===== src/rtl/mips_inst_encoder.sv =====
// rtl/mips_inst_encoder.sv - field-level MIPS instruction encoder streaming words into instruction memory
module mips_inst_encoder #(
    parameter int DEPTH = 4,
    parameter int AW    = 32
) (
    input  logic          clk,
    input  logic          rstn,
    input  logic          start,
    input  logic [AW-1:0] base_addr,
    input  logic          req_valid,
    output logic          req_ready,
    input  logic [5:0]    req_op,
    input  logic [4:0]    req_rs,
    input  logic [4:0]    req_rt,
    input  logic [4:0]    req_rd,
    input  logic [4:0]    req_shamt,
    input  logic [15:0]   req_imm,
    input  logic [25:0]   req_target,
    input  logic          req_last,
    output logic          im_we,
    input  logic          im_ready,
    output logic [AW-1:0] im_addr,
    output logic [31:0]   im_wdata,
    output logic          done,
    output logic          err_illegal,
    output logic [15:0]   word_count
);
    localparam int PW = (DEPTH > 1) ? $clog2(DEPTH) : 1;

    typedef enum logic [1:0] {S_IDLE, S_STREAM, S_DONE} state_t;

    state_t        state_q, state_d;
    logic          enc_valid_q, enc_valid_d;
    logic          enc_last_q, enc_last_d;
    logic          enc_illegal_q, enc_illegal_d;
    logic [31:0]   enc_word_q, enc_word_d;
    logic [32:0]   mem_q [DEPTH];
    logic [PW-1:0] wr_ptr_q, wr_ptr_d, rd_ptr_q, rd_ptr_d;
    logic [PW:0]   count_q, count_d;
    logic [AW-1:0] addr_q, addr_d;
    logic [15:0]   wc_q, wc_d;
    logic          err_q, err_d;
    logic          last_acc_q, last_acc_d;
    logic          ill_last_q, ill_last_d;
    logic [PW+1:0] occupancy;
    logic          accept, push, pop, head_last;
    logic [32:0]   enc_result;

    // Returns {legal, word}; forced fields override whatever the requester supplied.
    function automatic logic [32:0] encode(
        input logic [5:0]  op,
        input logic [4:0]  rs,
        input logic [4:0]  rt,
        input logic [4:0]  rd,
        input logic [4:0]  sh,
        input logic [15:0] imm,
        input logic [25:0] tgt
    );
        logic [5:0] funct, opc;
        logic [4:0] e_rs, e_rt, e_rd, e_sh;
        logic       legal;
        funct = 6'h00;
        opc   = 6'h00;
        e_rs  = rs;
        e_rt  = rt;
        e_rd  = rd;
        e_sh  = 5'd0;
        legal = 1'b1;
        case (op)
            6'd0:  funct = 6'h20;
            6'd1:  funct = 6'h21;
            6'd2:  funct = 6'h22;
            6'd3:  funct = 6'h24;
            6'd4:  funct = 6'h25;
            6'd5:  funct = 6'h26;
            6'd6:  funct = 6'h2A;
            6'd7:  funct = 6'h2B;
            6'd8:  begin funct = 6'h00; e_rs = 5'd0; e_sh = sh; end
            6'd9:  begin funct = 6'h02; e_rs = 5'd0; e_sh = sh; end
            6'd10: begin funct = 6'h03; e_rs = 5'd0; e_sh = sh; end
            6'd11: begin funct = 6'h08; e_rt = 5'd0; e_rd = 5'd0; end
            6'd12: opc = 6'h08;
            6'd13: opc = 6'h09;
            6'd14: opc = 6'h0C;
            6'd15: opc = 6'h0D;
            6'd16: opc = 6'h0E;
            6'd17: begin opc = 6'h0F; e_rs = 5'd0; end
            6'd18: opc = 6'h0A;
            6'd19: opc = 6'h0B;
            6'd20: opc = 6'h23;
            6'd21: opc = 6'h20;
            6'd22: opc = 6'h24;
            6'd23: opc = 6'h21;
            6'd24: opc = 6'h25;
            6'd25: opc = 6'h2B;
            6'd26: opc = 6'h04;
            6'd27: opc = 6'h05;
            6'd28: begin opc = 6'h01; e_rt = 5'd1; end
            6'd29: begin opc = 6'h01; e_rt = 5'd0; end
            6'd30: begin opc = 6'h07; e_rt = 5'd0; end
            6'd31: begin opc = 6'h06; e_rt = 5'd0; end
            6'd32: opc = 6'h02;
            6'd33: opc = 6'h03;
            default: legal = 1'b0;
        endcase
        if (op <= 6'd11) return {legal, 6'h00, e_rs, e_rt, e_rd, e_sh, funct};
        if (op <= 6'd31) return {legal, opc, e_rs, e_rt, imm};
        if (op <= 6'd33) return {legal, opc, tgt};
        return {legal, 32'h0};
    endfunction

    assign enc_result = encode(req_op, req_rs, req_rt, req_rd, req_shamt, req_imm, req_target);
    assign occupancy  = {1'b0, count_q} + {{(PW+1){1'b0}}, enc_valid_q};
    assign req_ready  = (state_q == S_STREAM) && !last_acc_q && (occupancy < (PW+2)'(DEPTH));
    assign im_we      = (count_q != '0);
    assign im_wdata   = im_we ? mem_q[rd_ptr_q][31:0] : 32'h0;
    assign head_last  = mem_q[rd_ptr_q][32];
    assign im_addr    = addr_q;
    assign done       = (state_q == S_DONE);
    assign err_illegal = err_q;
    assign word_count = wc_q;
    assign accept     = req_valid && req_ready;
    assign push       = enc_valid_q && !enc_illegal_q;
    assign pop        = im_we && im_ready;

    always_comb begin
        state_d       = state_q;
        enc_valid_d   = enc_valid_q;
        enc_last_d    = enc_last_q;
        enc_illegal_d = enc_illegal_q;
        enc_word_d    = enc_word_q;
        wr_ptr_d      = wr_ptr_q;
        rd_ptr_d      = rd_ptr_q;
        count_d       = count_q;
        addr_d        = addr_q;
        wc_d          = wc_q;
        err_d         = err_q;
        last_acc_d    = last_acc_q;
        ill_last_d    = ill_last_q;
        if (start) begin
            // start wins over everything in flight, including a same-cycle accept or write
            state_d     = S_STREAM;
            enc_valid_d = 1'b0;
            wr_ptr_d    = '0;
            rd_ptr_d    = '0;
            count_d     = '0;
            addr_d      = base_addr & {{(AW-2){1'b1}}, 2'b00};
            wc_d        = 16'h0;
            err_d       = 1'b0;
            last_acc_d  = 1'b0;
            ill_last_d  = 1'b0;
        end else begin
            enc_valid_d = accept;
            if (accept) begin
                enc_word_d    = enc_result[31:0];
                enc_last_d    = req_last;
                enc_illegal_d = !enc_result[32];
                if (!enc_result[32]) err_d = 1'b1;
                if (req_last) last_acc_d = 1'b1;
            end
            if (push) wr_ptr_d = wr_ptr_q + 1'b1;
            if (pop) begin
                rd_ptr_d = rd_ptr_q + 1'b1;
                addr_d   = addr_q + {{(AW-3){1'b0}}, 3'b100};
                if (wc_q != 16'hFFFF) wc_d = wc_q + 16'h1;
            end
            count_d = count_q + {{PW{1'b0}}, push} - {{PW{1'b0}}, pop};
            if (enc_valid_q && enc_illegal_q && enc_last_q) ill_last_d = 1'b1;
            if (state_q == S_STREAM && ((pop && head_last) || (ill_last_q && count_q == '0)))
                state_d = S_DONE;
        end
    end

    always_ff @(posedge clk or negedge rstn) begin
        if (!rstn) begin
            state_q       <= S_IDLE;
            enc_valid_q   <= 1'b0;
            enc_last_q    <= 1'b0;
            enc_illegal_q <= 1'b0;
            enc_word_q    <= 32'h0;
            wr_ptr_q      <= '0;
            rd_ptr_q      <= '0;
            count_q       <= '0;
            addr_q        <= '0;
            wc_q          <= 16'h0;
            err_q         <= 1'b0;
            last_acc_q    <= 1'b0;
            ill_last_q    <= 1'b0;
        end else begin
            state_q       <= state_d;
            enc_valid_q   <= enc_valid_d;
            enc_last_q    <= enc_last_d;
            enc_illegal_q <= enc_illegal_d;
            enc_word_q    <= enc_word_d;
            wr_ptr_q      <= wr_ptr_d;
            rd_ptr_q      <= rd_ptr_d;
            count_q       <= count_d;
            addr_q        <= addr_d;
            wc_q          <= wc_d;
            err_q         <= err_d;
            last_acc_q    <= last_acc_d;
            ill_last_q    <= ill_last_d;
        end
    end

    always_ff @(posedge clk or negedge rstn) begin
        if (!rstn) begin
            for (int i = 0; i < DEPTH; i++) mem_q[i] <= 33'h0;
        end else if (push && !start) begin
            mem_q[wr_ptr_q] <= {enc_last_q, enc_word_q};
        end
    end
endmodule


===== config.mk =====
export PLATFORM = sky130hd
export DESIGN_NAME = mips_inst_encoder
export DESIGN_NICKNAME = d
export VERILOG_FILES = /design/src/rtl/mips_inst_encoder.sv
export SDC_FILE = /design/constraint.sdc
export NUM_CORES = 1
export LEC_CHECK = 0
export BUFFER_PORTS_ARGS = -buffer_cell sky130_fd_sc_hd__buf_2
export CORE_UTILIZATION = 56
export DETAILED_ROUTE_END_ITERATION = 10
export PLACE_DENSITY = 0.87
export SLEW_MARGIN = 20
export SYNTH_ARGS = -nofsm -noshare
export SYNTH_HDL_FRONTEND = slang
export SYNTH_SLANG_ARGS = --single-unit

===== constraint.sdc =====
create_clock -name clk -period 2.8 [get_ports clk]
set_input_delay 0.28 -clock clk [delete_from_list [all_inputs] [get_ports clk]]
set_output_delay 0.28 -clock clk [all_outputs]
set_load 0.02 [all_outputs]

======== Yosys cells after proc, flatten, opt, wreduce, memory -nomap -nowiden ========
Index checks and enable logic that the tools add are counted.
W data, S select, Z words.
cells by class
  $add $sub $neg .......................... 7
  $lt $le $gt $ge ......................... 7
  equal/unequal tests ..................... 37
  mux-type cells .......................... 47
  bitwise operators ....................... 3
  reductions and logical operators ........ 36
operator list
  cell                     number
  $mux W33                 9
  $bwmux W132              1
  $pmux W6 S21             1
  $eq A6 B5 Y1 const B     16
  $mux W32                 3
  $bmux W33 S2             1
  $demux W33 S2            1
  $pmux W6 S11             1
  $eq A6 B4 Y1 const B     8
  $mux W16                 3
  $reduce_or A34 Y1        1
  $add A32 B3 Y32 const B  1
  $eq A6 B3 Y1 const B     4
  $add A16 B1 Y16 const B  1
  $mux W1                  16
  $ne A16 B16 Y1 const B   1
  $mux W5                  3
  $reduce_bool A2 Y1       7
  $eq A6 B2 Y1 const B     2
  $eq A6 B6 Y1 const B     2
  $logic_and A1 B1 Y1      12
  $mux W2                  6
  $pmux W5 S2              1
  $reduce_and A2 Y1        4
  other kinds (25)         32
word-level totals
  bits in registers ....................... 227
  output and inout bits ................... 84

======== Depth between registers and ports, before layout ========
Gate-level depths: netlist of the first run.
  depth in word-level cells ............... 12
  mapped depth ............................ 11
  depth with buffers taken out ............ 9

======== Worst setup path before layout of the first run ========
OpenSTA, ideal clock, no wires.
  path kind ............................... register -> register
  start ................................... register count_q[1]
  end ..................................... register count_q[2]
  library setup time ...................... 0.132 ns
  arrival time ............................ 2.401 ns
  data required time ...................... 2.668 ns
  setup slack ............................. 0.267 ns
  cell stages (with the launch flop) ...... 12
  buffers on the path ..................... 2
  period minus slack after synthesis ...... 2.533 ns
  path through ............................ dfrtp_1 > o31ai_1 > inv_1 > buf_2 > buf_2 > ha_1 > inv_1 > ha_1 > inv_1 > fa_1 > xnor2_1 > nor2_1
between the ends
  cells in the longest elaborated chain, start to end .. 4
  elaborated cells on any way between the ends .. 5
  those cells by class .................... add/sub (2); mux (1); reduce/logical (2)
RTL lines
  element                                                line  text
  start: declaration                                     39    logic [PW:0] count_q, count_d;
  start signal: assignment                               197   count_q <= count_d;
  branches (longest 2 deep; another with $add A3 B1 Y3)  -
  $sub A3 B1 Y3 *                                        167   count_d = count_q + {{PW{1'b0}}, push} - {{PW{1'b0}}, pop};
  $mux W3 *                                              140   if (start) begin
  named net count_d[2]                                   39
Mark *: on every way through the listed nets, which the timed path passes.
A chain may end at the register's enable or synchronous reset.

======== Final worst setup path of the first run ========
  start ................................... register rd_ptr_q[1]
  end ..................................... output port im_wdata[27]
between the ends
  cells in the longest elaborated chain, start to end .. 5
RTL lines
  element                           line  text
  start: declaration                38    logic [PW-1:0] wr_ptr_q, wr_ptr_d, rd_ptr_q, rd_ptr_d;
  start signal: assignment          196   rd_ptr_q <= rd_ptr_d;
  $not A2 Y3 (implied by the code)  116   assign im_wdata = im_we ? mem_q[rd_ptr_q][31:0] : 32'h0;
  $bmux W33 S2                      116
  $mux W33 (2 in series)            -
  $mux W32                          116
  end: declaration                  23    output logic [31:0] im_wdata,
No other way between the ends. The select of a mux whose other input is x is not followed.

==> results of run 1 <==
-- metrics by stage --
| stage | setup WS [ps] | hold WS, ps | instance area, µm² |
|---|---|---|---|
| 2_1_floorplan | 267 | -15.6 | 10800 |
| 3_3_place_gp | 605 | 424 | 12000 |
| 3_5_place_dp | 535 | 437 | 12000 |
| 4_1_cts | 399 | 2.12 | 13200 |
| 5_1_grt | 297 | 4.63 | 13200 |
| 6_report | 396 | 4.81 | 13200 |
-- what timing repair did --
| item | 4_1_cts | 5_1_grt |
|---|---|---|
| hold buffers | 29 | 0 |
| hold endpoints to repair | 121 | 0 |
| endpoints found under the setup margin | 0 | 0 |
-- metal layers --
metal	vias to the layer above	track usage, %
li1	3756	-
met1	4130	36.7
met2	382	47.7
met3	88	4.04
met4	0	12.6
met5	-	0
-- path summary, 6_finish.rpt --
path,slack [ps],endpoint,cells past startpoint
min reg2reg,490,mem_q[9],1
min,5,im_addr[3],3
max in group asynchronous,1620,enc_word_q[5],3
max,400,im_wdata[27],4
max reg2reg,430,enc_word_q[18],7
min in group asynchronous,430,enc_word_q[22],2
-- Yosys cell counts, types with 6 or more instances --
library cell | n | area share (%)
dfrtp_1 | 220 | 51
mux2_2 | 121 | 13
nand2_1 | 84 | 2.9
nor2_1 | 74 | 2.6
o21ai_0 | 47 | 2.2
nor2b_1 | 42 | 2.4
xnor2_1 | 40 | 3.2
a21oi_1 | 39 | 1.8
clkbuf_1 | 35 | 1.2
mux4_2 | 32 | 6.7
buf_2 | 27 | 1.2
nand3_1 | 17 | 0.79
inv_1 | 16 | 0.55
nor3_1 | 15 | 0.69
nand4_1 | 14 | 0.81
a221oi_1 | 12 | 0.97
and3_1 | 11 | 0.64
a31oi_1 | 9 | 0.52
ha_1 | 9 | 1.0
xor2_1 | 9 | 0.73
mux2_1 | 7 | 0.73
o31ai_1 | 7 | 0.49
nor4_1 | 6 | 0.35
-- worst min-delay path: stages --
cell and delay [ps]:
buf_2 90, nand2_1 50, o21ai_0 70
-- power by group --
part | switching [mW] | internal (mW)
sequential | 0.643 | 3.87
clock | 1.34 | 2.05
combinational | 1.75 | 1.51
-- cell families after synthesis --
| family | share of synthesized area, % |
|---|---|
| AND/OR/NAND/NOR | 13.1 |
| flip-flops | 50.8 |
| multiplexers | 20.2 |
| AO/OA/AOI/OAI | 7.38 |
| buffers and inverters | 3.29 |
| XOR/XNOR | 3.96 |
| adder cells (fa/ha/maj) | 1.22 |
| other | 0.0346 |
-- sequential cells by signal, summed over array words and instances (netlist names), 2 cells and up --
register	count
mem_q	128
im_addr	30
count_q	3
state_q	2
word_count	16
wr_ptr_q	2
enc_word_q	31
rd_ptr_q	2
-- layout make-up --
class | count | area (µm²)
fillers | 1256 | 5650
flip-flops and latches | 220 | 5510
multi-input cells | 647 | 4990
repair buffers | 236 | 1430
clock buffers | 32 | 702
well taps | 260 | 325
clock inverters | 12 | 160
inverters | 17 | 63.8
diodes | 2 | 5.00
==> results_dict.tcl, run 1 <==
set metrics [dict create \
    wl_mm 27.9 \
    clk_pin_slew_ps 60 \
    initial_core_util_pct 57.5 \
    power.total_mw 11.2 \
    crit_path_cell_trace "buf_4 -> mux4_2 -> nor2b_1 -> buf_2" \
    critical_path_class "reg -> out" \
    grt_max_degree 99 \
    num_vias 8356 \
    wl_met3_mm 1.77 \
    dieHeight_um 141 \
    ioPinCount 190 \
    yosys_register_bits 220 \
    hpwl_mm 16.7 \
    drt-pass1-iter-count 5 \
    status "complete, no violations" \
    path_buf_inv 2 \
    drtIter0Drc 642 \
    cp_data_arrival_time_ps 2120 \
    stdcell_count 1426 \
    cts_tree "built" \
    die_w_um 141 \
    cts_resized 0 \
    antenna_found_initial 1 \
    top_layer "met4" \
    setup_tns_ps 0 \
    rsz0062_at_grt "false" \
    clock_latency_ps 520 \
    start_kind "flip-flop" \
    placeableCoreArea_um2 18800 \
    rows 50 \
    root_buffer "clkbuf_16" \
    critPathMaxFanout 33 \
    crit_path_end_kind "output pin" \
    dieArea_um2 19900 \
    grt-ovfl-total 0 \
    max_freq_ghz 0.416 \
    grt_pass1_wl_mm 44.0 \
    crit_start "rd_ptr_q[1]" \
    dp.cells 1351 \
    ys_types 52 \
    grt_pass1_vias 8366 \
    p_leak_nw 6.15 \
    ir_drop_mv 0.517 \
    crit_slowest_cell "buf_4" \
    finish.utilization_pct 70.0 \
    layout_common_cells "dfrtp_1 (219), buf_2 (183), mux2_2 (121)" \
    worstMarginPinSlew_ps 823 \
    cpPeakStageDelay_ps 480 \
    fin_skew_ps 11.4 \
    area_growth_pct 21.7 \
    drt-met1-wl_mm 11.0 \
    worst_path_dominant_cell_family "buffers and inverters" \
    final_common_cell "dfrtp_1" \
    nets 1262 \
    seq_area_frac_synth_pct 50.8 \
    io_buffers 184 \
    postRouteAntennaNets 0 \
    drc 0 \
    yosys_warnings 0 \
    avgRoutedWirePerCell_um 19.6 \
    cts_max_path_buffers 3 \
    syn_inst 948 \
    numClockSinks 220 \
    syn_area_per_cell_um2 11.4 \
    drive_above_1_share_pct 35.1 \
    post_cts.repair.setup_buffers 0 \
    setup_viol 0 \
    numCtsBuffers 24 \
    hold_path.class "in -> reg" \
    slew_violations 0 \
    slew_headroom_pct 45.2 \
    viasPerCell 5.86 \
    maxCapViolCount 0 \
    synth_ff_type "dfrtp_1" \
    cts.htree.levels 1 \
    fin_crit_sh_pct 85.9 \
    hold_viol 0 \
    timing.rr.start "count_q[1]" \
    min_period_ps 2400 \
    min-delay-start "base_addr[3]" \
    track_usage_pct 28.4 \
    syn-cell-area_um2 10800 \
    synth_edf_count 0 \
    globalplace.congestion 0.882 \
    p_per_area_nw_per_um2 847 \
    synthArstFlopShare_pct 100 \
    cp.required_ps 2520 \
    route.met2.wl_mm 14.0 \
]
Power figures use the tool's default switching activity.
==> inputs of run 2 (changes only) <==
--- a/config.mk
+++ b/config.mk
@@ -6,9 +6,10 @@
 export NUM_CORES = 1
 export LEC_CHECK = 0
 export BUFFER_PORTS_ARGS = -buffer_cell sky130_fd_sc_hd__buf_2
-export CORE_UTILIZATION = 56
+export CAP_MARGIN = 20
+export CORE_UTILIZATION = 45
 export DETAILED_ROUTE_END_ITERATION = 10
-export PLACE_DENSITY = 0.87
+export PLACE_DENSITY = 0.73
 export SLEW_MARGIN = 20
 export SYNTH_ARGS = -nofsm -noshare
 export SYNTH_HDL_FRONTEND = slang
==> results_dict.tcl, run 2 (synthesized netlist as in run 1, its figures left out) <==
set metrics [dict create \
    ioPinCount 190 \
    worstMarginPinSlew_ps 765 \
    track_usage_pct 22.1 \
    worst_path_dominant_cell_family "multiplexers" \
    path_buf_inv 2 \
    crit_slowest_cell "mux4_2" \
    n_fill_cell 1975 \
    critPathMaxFanout 34 \
    status "complete, no violations" \
    dieArea_um2 24700 \
    drt-met1-wl_mm 11.5 \
    wl_mm 26.7 \
    drive_above_1_share_pct 35.0 \
    p_leak_nw 6.17 \
    stdcell_count 1487 \
    hold_viol 0 \
    cts_max_path_buffers 3 \
    grt_pass1_vias 7863 \
    maxCapViolCount 0 \
    rows 56 \
    crit_path_end_kind "output pin" \
    seqCellArea_um2 5510 \
    root_buffer "clkbuf_16" \
    fin_skew_ps 23.1 \
    clock_latency_ps 530 \
    num_vias 8060 \
    area_growth_pct 22.2 \
    io_buffers 184 \
    cp_data_arrival_time_ps 2110 \
    cts.htree.levels 1 \
    dp.cells 1412 \
    setup_tns_ps 0 \
    clk_pin_slew_ps 60 \
    crit_path_cell_trace "buf_12 -> mux4_2 -> nor2b_1 -> buf_2" \
    setup_viol 0 \
    die_w_um 157 \
    grt_pass1_wl_mm 42.3 \
    drtIter0Drc 635 \
    top_layer "met4" \
    grt-ovfl-total 0 \
    cts_tree "built" \
    postRouteAntennaNets 0 \
    slew_violations 0 \
    largest_register_ffs 128 \
    nets 1264 \
    finish.utilization_pct 56.2 \
    min_period_ps 2390 \
    multiInputGateArea_um2 4990 \
    placeableCoreArea_um2 23500 \
    numClockSinks 220 \
    final_common_cell "dfrtp_1" \
    final_area_um2 13200 \
    avgRoutedWirePerCell_um 17.9 \
    viasPerCell 5.42 \
    fin_crit_sh_pct 85.3 \
    numCtsBuffers 25 \
    route.met2.wl_mm 13.2 \
    postPlaceCellArea_um2 12100 \
    dieHeight_um 157 \
    hpwl_mm 17.2 \
    cpPeakStageDelay_ps 580 \
    initial_core_util_pct 46.0 \
    p_per_area_nw_per_um2 829 \
    layout_common_cells "dfrtp_1 (219), buf_2 (183), mux2_2 (121)" \
    drt-pass1-iter-count 5 \
    hold_path.class "in -> reg" \
    power.total_mw 11.0 \
    cp.required_ps 2520 \
    wl_met3_mm 1.51 \
    antenna_found_initial 1 \
    rsz0062_at_grt "false" \
    top_register "mem_q" \
    ir_drop_mv 0.530 \
    cts_resized 0 \
    start_kind "flip-flop" \
    globalplace.congestion 0.859 \
    slew_headroom_pct 49.0 \
    critical_path_class "reg -> out" \
    grt_max_degree 86 \
    drc 0 \
    max_freq_ghz 0.418 \
]
[run 2: routing by layer]
layer	GRT usage [%]	up-vias
li1	-	3754
met1	29.9	4002
met2	36.6	259
met3	3.55	45
met4	6.38	0
met5	0	-
[run 2: through the flow]
step | hold slack [ps] | setup slack [ps]
floorplan | -15.6 | 267
global placement | 334 | 557
detailed placement | 330 | 520
CTS | 6.87 | 374
global route | 21.1 | 297
finish | 11.4 | 410
[run 2: power by group]
group	total, mW	leakage (nW)	internal, mW	switching [mW]
clock	3.32	0.416	2.01	1.31
sequential	4.48	2.90	3.87	0.604
combinational	3.18	2.85	1.49	1.68
total	11.0	6.17	7.38	3.59
[run 2: cell type report]
cell class	count	area share (%)
diodes	1	0.0189
clock buffers	34	5.21
repair buffers	237	10.9
well taps	319	3.02
clock inverters	12	1.11
inverters	17	0.482
multi-input cells	647	37.7
flip-flops and latches	220	41.6
[run 2: path summary, 6_finish.rpt]
kind                                  to  slack [ps]    startpoint  cells past startpoint
max                         im_wdata[27]         410   rd_ptr_q[0]                      4
min                           im_addr[3]          10  base_addr[3]                      3
max reg2reg                enc_word_q[3]         520    count_q[1]                      7
min reg2reg                     mem_q[9]         480      mem_q[9]                      1
max in group asynchronous      mem_q[45]        1580          rstn                      3
min in group asynchronous      mem_q[61]         340          rstn                      2
[run 2: worst register-to-register path, stage by stage, from the launching register on]
cell	delay (ps)
dfrtp_1	450
ha_1	220
nand3_1	80
nand3_1	100
or4b_1	560
inv_2	420
o21ai_0	170
o22a_1	190
[run 2: timing repair]
action / 4_1_cts / 5_1_grt
endpoints found under the hold margin: 108 / 0
endpoints found under the setup margin: 0 / 0
setup buffers: 0 / 0
hold buffers: 28 / 0
==> inputs of run 3 (changes only) <==
--- a/config.mk
+++ b/config.mk
@@ -8,6 +8,7 @@
 export BUFFER_PORTS_ARGS = -buffer_cell sky130_fd_sc_hd__buf_2
 export CAP_MARGIN = 20
 export CORE_UTILIZATION = 45
+export CTS_BUF_LIST = sky130_fd_sc_hd__clkbuf_16
 export DETAILED_ROUTE_END_ITERATION = 10
 export PLACE_DENSITY = 0.73
 export SLEW_MARGIN = 20
==> results_dict.tcl, run 3 (synthesized netlist as in run 1, its figures left out) <==
set metrics [dict create \
    status "complete, no violations" \
    drive_above_1_share_pct 34.8 \
    post_cts.repair.setup_buffers 0 \
    hold_viol 0 \
    grt_max_degree 86 \
    viasPerCell 5.43 \
    maxCapViolCount 0 \
    cp.required_ps 2520 \
    dieArea_um2 24700 \
    met1_usage_pct 29.9 \
    grt_pass1_vias 7864 \
    layout_common_cells "dfrtp_1 (219), buf_2 (183), mux2_2 (121)" \
    grt_pass1_wl_mm 42.4 \
    track_usage_pct 22.1 \
    grt-ovfl-total 0 \
    start_kind "flip-flop" \
    postRouteAntennaNets 0 \
    numClockSinks 220 \
    whs_ps 10.2 \
    drtIter0Drc 559 \
    clkPwrFrac_pct 29.5 \
    area_growth_pct 21.9 \
    r2r-end "enc_word_q[3]" \
    cts.htree.levels 1 \
    dieHeight_um 157 \
    ir_drop_mv 0.531 \
    hold_path.class "in -> reg" \
    clk_pin_slew_ps 60 \
    critPathMaxFanout 34 \
    setup_tns_ps 0 \
    top_register "mem_q" \
    rr_worst_depth 7 \
    min_period_ps 2390 \
    num_vias 8076 \
    slew_violations 0 \
    fin_skew_ps 17.3 \
    setup_viol 0 \
    nets 1264 \
    rsz0062_at_grt "false" \
    ioPinCount 190 \
    clock_latency_ps 520 \
    largest_register_ffs 128 \
    avgRoutedWirePerCell_um 18.0 \
    max_freq_ghz 0.419 \
    cts_tree "built" \
    die_w_um 157 \
    p_per_area_nw_per_um2 823 \
    crit_path_end "im_wdata[27]" \
    n_fill_cell 1980 \
    top_usage_layer "met2" \
    reg2reg_slack_ps 490 \
    cp_data_arrival_time_ps 2110 \
    use_met2_pct 36.5 \
    numCtsBuffers 25 \
    worstMarginPinSlew_ps 760 \
    crit_path_end_kind "output pin" \
    final_common_cell "dfrtp_1" \
    cts_max_path_buffers 3 \
    hpwl_mm 17.2 \
    layout_setup_ws_ps 412 \
    power_switching_mw 3.59 \
    hold_buffers 28 \
    io_buffers 184 \
    rows 56 \
    pwr-share-seq_pct 41.2 \
    globalplace.congestion 0.859 \
    placeableCoreArea_um2 23500 \
    critical_path_class "reg -> out" \
    wl_mm 26.8 \
    crit_start "rd_ptr_q[0]" \
    root_buffer "clkbuf_16" \
    fin_crit_sh_pct 85.3 \
    slew_headroom_pct 49.4 \
    drc 0 \
    p_int_mw 7.27 \
    initial_core_util_pct 46.0 \
    timing.rr.start "count_q[1]" \
    place_ws_ps 520 \
    grt_use_met3_pct 3.63 \
    cts_resized 0 \
    p_leak_nw 6.17 \
    p_comb_share_pct 29.3 \
    antenna_found_initial 2 \
    drt-pass1-iter-count 5 \
    switching_share_pct 33.1 \
]
## run 3: cell types whose count changed in the layout (fill, tap and decap cells not counted)
cell      delta
clkinv_1     +3
inv_1        +6
clkbuf_8     -3
clkbuf_1     -6
diode_2      +1
## run 3: power groups by stage
| stage | Clock (mW) | Sequential, mW | Combinational, mW |
|---|---|---|---|
| CTS | 3.27 | 4.47 | 3.22 |
| global placement | 0 | 4.47 | 3.10 |
| finish | 3.21 | 4.48 | 3.18 |
| floorplan | 0 | 4.38 | 2.19 |
| detailed placement | 0 | 4.52 | 3.17 |
| global route | 3.40 | 4.58 | 3.49 |
## run 3: metal layers
| layer | share of wire, % | up-vias |
|---|---|---|
| li1 | - | 3754 |
| met1 | 43 | 4002 |
| met2 | 49 | 271 |
| met3 | 5.6 | 49 |
| met4 | 2.3 | 0 |
| met5 | 0 | - |
## run 3: final cells by class
class / count / area [µm²] / area share [%]
Sequential cell: 220 / 5510 / 41.7
Multi-Input combinational cell: 647 / 4990 / 37.8
Timing Repair Buffer: 237 / 1440 / 10.9
Clock buffer: 25 / 626 / 4.74
Tap cell: 319 / 399 / 3.02
Clock inverter: 21 / 180 / 1.36
Inverter: 17 / 63.8 / 0.483
Antenna cell: 2 / 5.00 / 0.0379
## run 3: metrics by stage
stage	cell area, µm²	power [mW]	util (%)	std cells
final	13200	10.9	56.1	1488
after global routing	13200	11.5	56.1	1488
after CTS	13200	11.0	56.1	1486
after detailed placement	12100	7.68	51.5	1412
after global placement	12100	7.57	51.5	1412
after floorplan	10800	6.56	-	950
## run 3: how the worst min path moves through the flow
stage	slack, ps	endpoint	depth (start not counted)	from
floorplan	-20	count_q[0]	0	rstn
global placement	330	mem_q[61]	1	rstn
detailed placement	330	mem_q[61]	1	rstn
CTS	7	im_addr[3]	3	base_addr[3]
global route	20	im_addr[11]	3	base_addr[11]
finish	10	im_addr[3]	3	base_addr[3]
## run 3: worst max-delay path: stages (launching register included)
cell,delay (ps)
dfrtp_2,370
buf_12,290
mux4_2,580
nor2b_1,160
buf_2,180
